**src/rtl/button_debounce.sv**
```systemverilog
// Multi-channel push-button conditioner: 2-FF synchroniser, per-channel debounce,
// press/release pulses and a wrapping press-event counter.
module button_debounce #(
    parameter int W          = 4,
    parameter int DB_CYCLES  = 120000,
    parameter bit ACTIVE_LOW = 1'b1
) (
    input  logic         hwclk,
    input  logic         rst_n,
    input  logic [W-1:0] btn_raw,
    input  logic         cnt_clr,
    output logic [W-1:0] btn_level,
    output logic [W-1:0] btn_press,
    output logic [W-1:0] btn_release,
    output logic [7:0]   press_cnt
);

    localparam int            CW       = $clog2(DB_CYCLES);
    localparam logic [CW-1:0] CNT_LAST = CW'(DB_CYCLES - 1);

    logic [W-1:0]  norm;
    logic [W-1:0]  s1_q, s2_q;
    logic [W-1:0]  level_q, level_d;
    logic [W-1:0]  press_q, release_q;
    logic [W-1:0]  press_now, release_now;
    logic [CW-1:0] cnt_q [W];
    logic [CW-1:0] cnt_d [W];
    logic [7:0]    press_cnt_q, press_cnt_d, press_sum;

    // Normalise so that 1 always means "pressed" before synchronising.
    assign norm = ACTIVE_LOW ? ~btn_raw : btn_raw;

    always_comb begin
        level_d     = level_q;
        press_now   = '0;
        release_now = '0;
        press_sum   = '0;
        for (int i = 0; i < W; i++) begin
            cnt_d[i] = '0;
            if (s2_q[i] != level_q[i]) begin
                if (cnt_q[i] == CNT_LAST) begin
                    level_d[i]     = s2_q[i];
                    press_now[i]   = s2_q[i];
                    release_now[i] = ~s2_q[i];
                end else begin
                    cnt_d[i] = cnt_q[i] + CW'(1);
                end
            end
            press_sum = press_sum + {7'd0, press_now[i]};
        end
        // Clear takes effect first so same-edge presses are still counted.
        press_cnt_d = (cnt_clr ? 8'd0 : press_cnt_q) + press_sum;
    end

    always_ff @(posedge hwclk) begin
        if (!rst_n) begin
            s1_q        <= '0;
            s2_q        <= '0;
            level_q     <= '0;
            press_q     <= '0;
            release_q   <= '0;
            press_cnt_q <= '0;
            for (int i = 0; i < W; i++) begin
                cnt_q[i] <= '0;
            end
        end else begin
            s1_q        <= norm;
            s2_q        <= s1_q;
            level_q     <= level_d;
            press_q     <= press_now;
            release_q   <= release_now;
            press_cnt_q <= press_cnt_d;
            for (int i = 0; i < W; i++) begin
                cnt_q[i] <= cnt_d[i];
            end
        end
    end

    assign btn_level   = level_q;
    assign btn_press   = press_q;
    assign btn_release = release_q;
    assign press_cnt   = press_cnt_q;

endmodule

```
**config.mk**
```make
export PLATFORM = sky130hd
export DESIGN_NAME = button_debounce
export DESIGN_NICKNAME = d
export VERILOG_FILES = /design/src/rtl/button_debounce.sv
export SDC_FILE = /design/constraint.sdc
export NUM_CORES = 1
export LEC_CHECK = 0
export CORE_ASPECT_RATIO = 1.5
export CORE_MARGIN = 5
export CORE_UTILIZATION = 40
export DETAILED_ROUTE_END_ITERATION = 10
export PLACE_DENSITY = 0.56
export SLEW_MARGIN = 20
export SYNTH_ARGS = -nofsm -noshare
export SYNTH_HDL_FRONTEND = slang
export SYNTH_SLANG_ARGS = --single-unit
```
**constraint.sdc**
```tcl
create_clock -name hwclk -period 3.85 [get_ports hwclk]
set_input_delay 0.77 -clock hwclk [delete_from_list [all_inputs] [get_ports hwclk]]
set_output_delay 0.77 -clock hwclk [all_outputs]
set_load 0.03 [all_outputs]
```
-- Word level (Yosys, flattened, before mapping)
Memories as Yosys holds them, arrays and structs flattened.
Index checks and enable logic that the tools add are counted.
- flip-flop bits (word level): 28
- memory bits (writable): 68
- bits of input ports: 7
- output and inout port bits: 20
- logic and storage cells: 69
- memories: 1
- memory list (name ; words ; bits a word ; rd ports ; clocked after memory_dff ; wr ports ; RTL line ; source):
    cnt_q ; 4 ; 17 ; 4 ; 0 ; 4 ; 26 ; logic [CW-1:0] cnt_q [W];
- $add $sub $neg: 8
- equality and inequality tests: 8
- mux-type cells: 23
- bitwise operators: 9
- reductions and logical operators: 8
- operator list (cell ; number):
    2-to-1 mux 17 bit ; 12
    adder 17 x 1 -> 17 bit, second input constant ; 4
    equality test 17 bit, second input constant ; 4
    AND reduction 3 bit ; 4
    2-to-1 mux 1 bit ; 10
    adder 8 x 4 -> 8 bit ; 1
    2-to-1 mux 8 bit ; 1
    AND reduction 2 bit ; 4
    adder 3 x 1 -> 4 bit ; 1
    != test 1 bit ; 4
    inverter 1 bit ; 4
    inverter 4 bit ; 1
    bitwise OR 1 bit ; 4
    adder 2 x 1 -> 3 bit ; 1
    adder 1 x 1 -> 2 bit ; 1

-- Logic depth before layout (Yosys ltp)
An unclocked memory read counts as a cell.
- depth in word-level cells: 8
- gate-level depth with buffers: 12
- gate-level depth less buffers: 12

-- Worst setup path after synthesis
OpenSTA, ideal clock, no wires.
- path type: flip-flop to flip-flop
- from: memory cnt_q[0][6] (netlist name)
- to: register press_cnt_q[2] (netlist: press_cnt[2])
- arrival time: 2.910 ns
- required time: 3.735 ns
- slack: 0.826 ns
- cell stages (with the launch flop): 12
- buffers on the path: 1
- cell sequence: dfxtp_1 -> buf_6 -> or4b_4 -> nor4_4 -> and3b_2 -> fa_1 -> inv_1 -> fa_1 -> inv_1 -> fa_1 -> xor2_1 -> and2_1
- RTL lines (element ; RTL line ; source):
    from (decl) ; 26 ;
    to (signal assigned) ; 72 ; press_cnt_q <= press_cnt_d;
    to (decl) ; 28 ; logic [7:0] press_cnt_q, press_cnt_d, press_sum;

==> results.toml <==
[yosys]
synthFlopType = "dfxtp_1"
async_reset_ff_share_pct = 0
synth_enable_flop_cells = 0
synth.distinct_cells = 45
syn_avg_cell_area_sq_um = 9.57
yosys.area.top_type_share_pct = 45.4
ys_warn_count = 0
syn-num-nets = 457
yosysTopAreaCell = "dfxtp_1"
synthTopCellsByArea = "dfxtp_1, xor2_1, nor2_1, xnor2_1, nand4_1"
synth_seq_area_share_pct = 45.4
syn_area_sq_um = 4230
synth_commonest_cells = "dfxtp_1, nor2_1, xor2_1, xnor2_1, nand3_1"
yosysMostFrequentCell = "dfxtp_1"
yosys_register_bits = 96
syn_inst = 442

[worst_setup_path]
worstReg2RegEnd = "press_cnt[2]$_SDFF_PN0_"
criticalPathCategory = "flip-flop to flip-flop"
cp.required_ps = 4080
cp-startpoint = "cnt_q[3][8]$_SDFF_PP0_"
start_kind = "flip-flop"
cp-end-kind = "flip-flop"
cp_num_buf_inv = 2
cp_common_cell = "fa_1"
worstPathCellList = "or4bb_1 > nor4_4 > and3b_1 > fa_1 > inv_1 > fa_1 > inv_1 > fa_1 > xor2_1 > and2_1"
cp.arrival_ps = 3350
cp.depth = 10
worst-r2r-setup-slack_ps = 730
crit_path_end = "press_cnt[2]$_SDFF_PN0_"
reg2reg_from = "cnt_q[3][8]$_SDFF_PP0_"
worst-r2r-cell-count = 10
critPathMaxStageDelay_ps = 560
critPathTopFamily = "simple AND/OR/NAND/NOR gates"
cp_max_fo = 7
cp_slowest_cell = "or4bb_1"

[power]
p_clk_share_pct = 44.6
p_switching_uw = 361
power_frac_seq_pct = 54.0
internal-power_uw = 1490
peakVddDrop_v = 0.000231
swShare_pct = 19.5
power_frac_comb_pct = 1.4
powerDensity_nw_per_um2 = 382
leakage_uw = 0.00158

[sta]
rsz0062_at_grt = "false"
finClkSkew_ps = 6.27
setup_viol = 0
drv_slew = 0
period_minus_slack_ps = 3120
setup_tns_ps = 0
worstMarginPinSlew_ps = 700
report.final.hold_viol_count = 0
slew_headroom_pct = 53.2
fin_crit_sh_pct = 81.1
max_freq_mhz = 320

[global_routing]
grt_max_degree = 25
grt_pass1_vias = 3084
antenna_found_initial = 0
grtUsageTotal_pct = 13.7
grt_pass1_wl_um = 13900
grt-ovfl-total = 0

[finish]
nets = 482
final_cell_area_sq_um = 4860
area_growth_syn_to_layout_pct = 14.8
layout-drive-gt1-share_pct = 5.32
antennaDiodeCount = 0

[cts]
root_buffer = "clkbuf_16"
cts.sinks = 96
cts_buffers = 9
cts_tree = "done"
clk_latency_ps = 340
cts_resized = 0
cts_hold_buf = 0
htreeDepth = 3
postCtsSetupBuffers = 0
cts_buffer_depth = 2
path_clk_slew_ps = 60

[floorplanning]
start_util_pct = 40.4
io_pins = 27
core_area_sq_um = 10500
die_area_sq_um = 12800
rows = 46
dieWidth_um = 94.0
die_h_um = 136

[job]
drv_cap = 0

[detailed_routing]
vias = 3039
post_drt_via_cell_ratio = 4.95
drtIter0Drc = 118
wl_um = 8090
drtAntennaViolNets = 0
routedWlPerCell_um = 13.2
firstDrtPassIters = 4
drcViolationCount = 0

[run_status]
status = "finished clean"

[placement]
hpwl_um = 5790
io_buffers = 26
gp_congestion = 0.817
placed_area_sq_um = 4590

[worst_hold_path]
hold_path_class = "flip-flop to flip-flop"
-- placed cells by master, fill, tap and decap left out, types with 5 or more instances in the layout --
master / netlist / final
clkdlybuf4s50_1: 0 / 26
nor2_1: 69 / 69
xor2_1: 37 / 37
and4_1: 10 / 10
o21ai_0: 5 / 5
nor3b_1: 8 / 8
and3_1: 5 / 5
nand4_1: 24 / 24
dfxtp_1: 96 / 96
nor3_1: 7 / 7
and2_1: 11 / 11
inv_1: 11 / 11
nand3_1: 25 / 25
xnor2_1: 28 / 28
clkbuf_16: 0 / 9
nand2_1: 17 / 17
ha_1: 5 / 5
nor4_1: 12 / 12
nor2b_1: 13 / 13
-- worst register-to-register path, cell delays in order (launching register included) --
cell,delay [ps]
dfxtp_1,380
or4bb_1,560
nor4_4,360
and3b_1,240
fa_1,410
inv_1,80
fa_1,190
inv_1,60
fa_1,420
xor2_1,180
and2_1,160
-- metal layers --
layer	GRT usage [%]	wire length, um	vias up
met5	0	0	-
met4	6.18	136	0
met1	14.2	3460	1433
li1	-	-	1564
met2	25.6	4280	31
met3	3.21	214	11
-- cells by family (layout without fill, tap and decap cells) --
| kind of cell | Yosys count | count (layout) | synth area share, % |
|---|---|---|---|
| AO/OA/AOI/OAI | 12 | 12 | 1.66 |
| XOR/XNOR | 65 | 65 | 13.5 |
| adder cells (fa/ha/maj) | 8 | 8 | 2.90 |
| buffers and inverters | 25 | 53 | 3.37 |
| flip-flops | 96 | 96 | 45.4 |
| multiplexers | 4 | 4 | 0.946 |
| AND/OR/NAND/NOR | 232 | 232 | 32.3 |
-- worst min path at each step --
stage	start	end	depth (start not counted)
6_report	s1_q[1]$_SDFF_PN0_	s2_q[1]$_SDFF_PN0_	1
4_1_cts	s1_q[0]$_SDFF_PN0_	s2_q[0]$_SDFF_PN0_	1
2_1_floorplan	s1_q[0]$_SDFF_PN0_	s2_q[0]$_SDFF_PN0_	1
5_1_grt	s1_q[1]$_SDFF_PN0_	s2_q[1]$_SDFF_PN0_	1
3_5_place_dp	s1_q[0]$_SDFF_PN0_	s2_q[0]$_SDFF_PN0_	1
3_3_place_gp	s1_q[0]$_SDFF_PN0_	s2_q[0]$_SDFF_PN0_	1
-- layout make-up --
| type | count | area (sq um) |
|---|---|---|
| fill | 1041 | 5620 |
| multi-input combinational | 321 | 2170 |
| sequential | 96 | 1920 |
| timing repair buffer | 28 | 275 |
| clock buffer | 14 | 274 |
| tap | 144 | 180 |
| inverter | 11 | 41.3 |
-- sequential cells by signal, indices dropped and copies added (netlist names) --
name and flops:
s1_q 4, btn_release 4, btn_press 4, press_cnt 8
s2_q 4, cnt_q 68, btn_level 4
-- power by group through the flow --
stage	clock (uW)	combinational, uW	sequential [uW]
floorplan	0	18.0	1020
global placement	0	26.5	1020
detailed placement	0	26.7	1030
CTS	861	26.9	1000
global route	897	29.4	1000
finish	827	26.1	1000
-- stage by stage --
step                      power, uW  setup WS [ps]  util (%)  hold slack (ps)  instances
final                          1860            729      46.4              436        614
after global routing           1930            525      46.4              455        614
after CTS                      1890            703      46.4              439        614
after detailed placement       1050            707      43.8              425        600
after global placement         1050            732      43.8              415        600
after floorplan                1040            826         -              412        442
(Power assumes the default switching activity.)
